===== config.mk =====
export PLATFORM = sky130hd
export DESIGN_NAME = sr_latch_bank
export DESIGN_NICKNAME = d
export VERILOG_FILES = /design/src/rtl/sr_latch_bank.sv
export SDC_FILE = /design/constraint.sdc
export NUM_CORES = 1
export LEC_CHECK = 0
export CORE_MARGIN = 2
export CORE_UTILIZATION = 64
export DETAILED_ROUTE_END_ITERATION = 10
export DONT_BUFFER_PORTS = 1
export GPL_TIMING_DRIVEN = 0
export PLACE_DENSITY_LB_ADDON = 0.3
export SLEW_MARGIN = 20
export SYNTH_ARGS = -nofsm -noshare
export SYNTH_HDL_FRONTEND = slang
export SYNTH_SLANG_ARGS = --single-unit

===== constraint.sdc =====
create_clock -name clk -period 3.1 [get_ports clk]
set_input_delay 0.31 -clock clk [delete_from_list [all_inputs] [get_ports clk]]
set_output_delay 0.31 -clock clk [all_outputs]
set_load 0.03 [all_outputs]

===== src/rtl/sr_latch_bank.sv =====
// sr_latch_bank: bank of CH clocked set/reset cells with per-channel input
// debounce, selectable S=R=1 resolution (MODE) and sticky invalid flags.
// Optional feature macro: SR_BANK_ERRCNT_EN adds a saturating counter of
// invalid-event cycles on err_cnt; without it err_cnt is tied to zero.
module sr_latch_bank #(
  parameter int CH    = 8,
  parameter int MODE  = 0,
  parameter int FILT  = 2,
  parameter int CNT_W = 8
) (
  input  logic             clk,
  input  logic             rst_n,
  input  logic [CH-1:0]    s,
  input  logic [CH-1:0]    r,
  input  logic             en,
  input  logic             err_clr,
  output logic [CH-1:0]    q,
  output logic [CH-1:0]    qn,
  output logic [CH-1:0]    err,
  output logic             err_any,
  output logic [CNT_W-1:0] err_cnt
);

  // FILT and MODE folded to the widths the datapath compares against
  localparam logic [3:0] FILT_L  = 4'(FILT);
  localparam logic [1:0] MODE_L  = 2'(MODE);
  localparam logic [3:0] RUN_MAX = 4'hF;

  logic [CH-1:0][1:0] r_hist;
  logic [CH-1:0][3:0] r_run;
  logic [CH-1:0]      r_q;
  logic [CH-1:0]      r_qn;
  logic [CH-1:0]      r_err;

  logic [CH-1:0][1:0] w_pair;
  logic [CH-1:0][3:0] w_run_nxt;
  logic [CH-1:0]      w_qual;
  logic [CH-1:0]      w_q_nxt;
  logic [CH-1:0]      w_err_set;
  logic [CH-1:0]      w_err_nxt;

  // Filter run tracking, qualification and next-state resolution per channel
  always_comb begin
    w_pair    = '0;
    w_run_nxt = '0;
    w_qual    = '0;
    w_q_nxt   = r_q;
    w_err_set = '0;
    for (int i = 0; i < CH; i++) begin
      w_pair[i] = {s[i], r[i]};
      // run counts how many earlier edges sampled this same pair
      if (w_pair[i] == r_hist[i]) begin
        if (r_run[i] == RUN_MAX) begin
          w_run_nxt[i] = RUN_MAX;
        end else begin
          w_run_nxt[i] = r_run[i] + 4'd1;
        end
      end else begin
        w_run_nxt[i] = 4'd0;
      end
      // qualified once the pair has been seen on FILT+1 consecutive edges
      w_qual[i] = (({1'b0, w_run_nxt[i]} + 5'd1) > {1'b0, FILT_L});
      if (en && w_qual[i]) begin
        case (w_pair[i])
          2'b10: w_q_nxt[i] = 1'b1;
          2'b01: w_q_nxt[i] = 1'b0;
          2'b11: begin
            w_err_set[i] = 1'b1;
            case (MODE_L)
              2'd0:    w_q_nxt[i] = 1'b1;
              2'd1:    w_q_nxt[i] = 1'b0;
              2'd2:    w_q_nxt[i] = r_q[i];
              2'd3:    w_q_nxt[i] = ~r_q[i];
              default: w_q_nxt[i] = r_q[i];
            endcase
          end
          default: w_q_nxt[i] = r_q[i];
        endcase
      end else begin
        w_q_nxt[i] = r_q[i];
      end
    end
  end

  // Sticky flags: a clear drops all bits, but a same-edge set survives it
  always_comb begin
    w_err_nxt = '0;
    if (err_clr) begin
      w_err_nxt = w_err_set;
    end else begin
      w_err_nxt = r_err | w_err_set;
    end
  end

  // Filter history, channel state (q and qn together) and sticky flags
  always_ff @(posedge clk or negedge rst_n) begin
    if (!rst_n) begin
      r_hist <= '0;
      r_run  <= '0;
      r_q    <= '0;
      r_qn   <= '1;
      r_err  <= '0;
    end else begin
      r_hist <= w_pair;
      r_run  <= w_run_nxt;
      r_q    <= w_q_nxt;
      r_qn   <= ~w_q_nxt;
      r_err  <= w_err_nxt;
    end
  end

  assign q       = r_q;
  assign qn      = r_qn;
  assign err     = r_err;
  assign err_any = |r_err;

`ifdef SR_BANK_ERRCNT_EN
  localparam logic [CNT_W-1:0] CNT_MAX = {CNT_W{1'b1}};

  logic [CNT_W-1:0] r_cnt;
  logic             w_evt;

  assign w_evt = |w_err_set;

  // Saturating count of edges on which any channel raised its flag
  always_ff @(posedge clk or negedge rst_n) begin
    if (!rst_n) begin
      r_cnt <= '0;
    end else if (err_clr) begin
      r_cnt <= w_evt ? CNT_W'(1'b1) : '0;
    end else if (w_evt && (r_cnt != CNT_MAX)) begin
      r_cnt <= r_cnt + CNT_W'(1'b1);
    end else begin
      r_cnt <= r_cnt;
    end
  end

  assign err_cnt = r_cnt;
`else
  assign err_cnt = '0;
`endif

endmodule


==> flow_metrics.tcl <==
set metrics [dict create \
    drive_gt1_frac 0.125 \
    die_x_um 82.8 \
    finalMaxSlewViolations 0 \
    die-area_um2 6860 \
    cp.required_ns 3.31 \
    yosys_register_bits 72 \
    start_util 0.667 \
    cts_tree "done" \
    finalCritPeriodShare 0.832 \
    synth_ff_type "dfrtp_1" \
    fmax_mhz 388 \
    antenna_found_initial 0 \
    vdd_drop_max_mv 0.437 \
    grt_pass1_wl_mm 14.4 \
    synth-seq-area-share 0.456 \
    reg2reg_slack_ns 0.52 \
    yosysWarnings 0 \
    htreeDepth 3 \
    ant_nets 0 \
    drt-total-wl_mm 8.48 \
    syn_to_final_growth_pct 12.8 \
    remaining_drc_errors 0 \
    synth_edf_count 0 \
    ys_async_sr_fraction 1.00 \
    io_pins 53 \
    arrival_ns 2.79 \
    maxCapViolCount 0 \
    p_leak_nw 2.11 \
    layout_setup_ws_ns 0.521 \
    track_usage 0.257 \
    final.setup.tns_ns 0 \
    yosys.cell_types.count 56 \
    hold_path.class "in -> reg" \
    synth.most_common_cell "dfrtp_1" \
    rr_startpoint "r_run[28]" \
    status "completed" \
    critPathMaxFanout 8 \
    period_minus_slack_ns 2.58 \
    criticalPathCategory "reg -> reg" \
    cts_buffers 9 \
    fp-row-count 28 \
    worstRegToRegCells 9 \
    min_from "err_clr" \
    synthTopCellsByArea "dfrtp_1 40%, ha_1 7.6%, dfstp_2 5.3%, xnor2_1 3.5%, a31oi_1 3.0%" \
    grt_pass1_vias 3080 \
    antenna_cells 0 \
    clk_latency_ns 0.35 \
    grt_setup_unrepaired "no" \
    final_nets 471 \
    cts.repair.resized 0 \
    clk_pin_slew_worst_paths_ns 0.08 \
    synth_area_per_cell_um2 10.2 \
    wl_per_cell_um 16.7 \
    syn_area_um2 3980 \
    reg2reg_to "q[7]" \
    skew_ns 0.0145 \
    worst_slew_pin_slew_ns 0.567 \
    max-slew-margin-rel 0.622 \
    gp_congestion 0.836 \
    die_y_um 82.8 \
    crit_end "q[7]" \
    globalRouteOverflowTotal 0 \
    end_kind "register" \
    clock_sinks 72 \
    pre_cts_slack_ns 0.592 \
    yosysTopAreaCell "dfrtp_1" \
    cts_setup_buffers 0 \
    place_hpwl_mm 5.66 \
    p_per_area_nw_per_um2 548 \
    clockBufferDepth 2 \
    finalSetupViolCount 0 \
    drt_pre_antenna_iters 4 \
    grt_max_degree 73 \
    port_buffers 0 \
    synth_top_area_share 0.403 \
    hold_violations 0 \
    drt_iter0_markers 227 \
    cp-start-kind "register" \
    cp-startpoint "r_run[28]" \
    root_buffer "clkbuf_8" \
    fin_area_um2 4480 \
    hold_buffers 18 \
    dpl_cell_area_um2 4100 \
    synth_common_cells "64 x dfrtp_1, 31 x inv_1, 28 x nand2_1, 24 x ha_1, 22 x a21oi_1" \
    coreArea_um2 5960 \
    avgViaCountPerCell 6.14 \
    num_vias 3114 \
    syn_inst 391 \
]
cells by family after synthesis:
family	share of synthesized area
AND/OR/NAND/NOR	0.156
AO/OA/AOI/OAI	0.201
flip-flops	0.456
buffers and inverters	0.0491
adder cells (fa/ha/maj)	0.0755
XOR/XNOR	0.0438
multiplexers	0.0179
other	0.000943
placed cells by master (no fill, tap or decap), types with 4 or more instances in the layout:
master         instances
a211oi_1               5
a21oi_1               22
a31o_2                 5
a31oi_1               19
buf_4                  8
clkbuf_8              10
conb_1                 8
dfrtp_1               64
dfstp_2                8
dlygate4sd3_1         17
ha_1                  24
inv_1                 31
mux2i_1                6
nand2_1               28
nand2b_1              10
nand3_1               18
nor2_1                16
nor2b_1               14
nor3_1                 4
o2111ai_1              9
o21a_1                 4
o22a_1                 4
o22ai_1                4
o32ai_1                4
or2_2                  7
xnor2_1               16
worst min-delay path by stage:
stage	to	slack, ns	cells after the start
floorplan	err[0]	0.01	0
global placement	r_run[10]	0.02	0
detailed placement	r_run[10]	0.02	0
CTS	err[6]	0.05	1
global route	err[6]	0.05	1
finish	err[6]	0.05	1
flip-flops by register name (all words and copies together), names as in the netlist:
| signal | count |
|---|---|
| r_run | 32 |
| r_hist | 16 |
| err | 8 |
| q | 8 |
| qn | 8 |
through the flow:
stage               std cells  power (mW)  hold WS, ns  utilization
finish                    507        2.46       0.0464        0.753
global placement          473        1.67       0.0158        0.688
CTS                       507        2.46       0.0457        0.753
global route              507        2.58       0.0495        0.753
floorplan                 398        1.60       0.0144            -
detailed placement        473        1.69       0.0160        0.688
critical path, cell delays in order (launching register included):
cell and delay (ns):
dfrtp_1 0.44, ha_1 0.34, a31oi_1 0.12, or2_2 0.30, ha_1 0.33, o21bai_1 0.09
or3_1 0.31, o21a_1 0.12, a31oi_1 0.27, o22ai_1 0.12
routing by layer:
metal | global-route usage | part of all wire
met1 | 0.334 | 0.42
met2 | 0.399 | 0.49
met3 | 0.0785 | 0.071
met4 | 0.115 | 0.018
met5 | 0 | 0
where the power goes:
part / internal (mW) / switching (mW)
registers: 1.06 / 0.223
logic: 0.194 / 0.242
clock network: 0.391 / 0.343
total: 1.65 / 0.808
layout make-up:
class / instances / area [µm²]
Buffer: 12 / 78.8
Clock buffer: 12 / 145
Clock inverter: 4 / 45.0
Fill cell: 425 / 1470
Inverter: 31 / 116
Multi-Input combinational cell: 283 / 1990
Sequential cell: 72 / 1810
Tap cell: 75 / 93.8
Timing Repair Buffer: 18 / 198
Power figures use the tool's default switching activity.
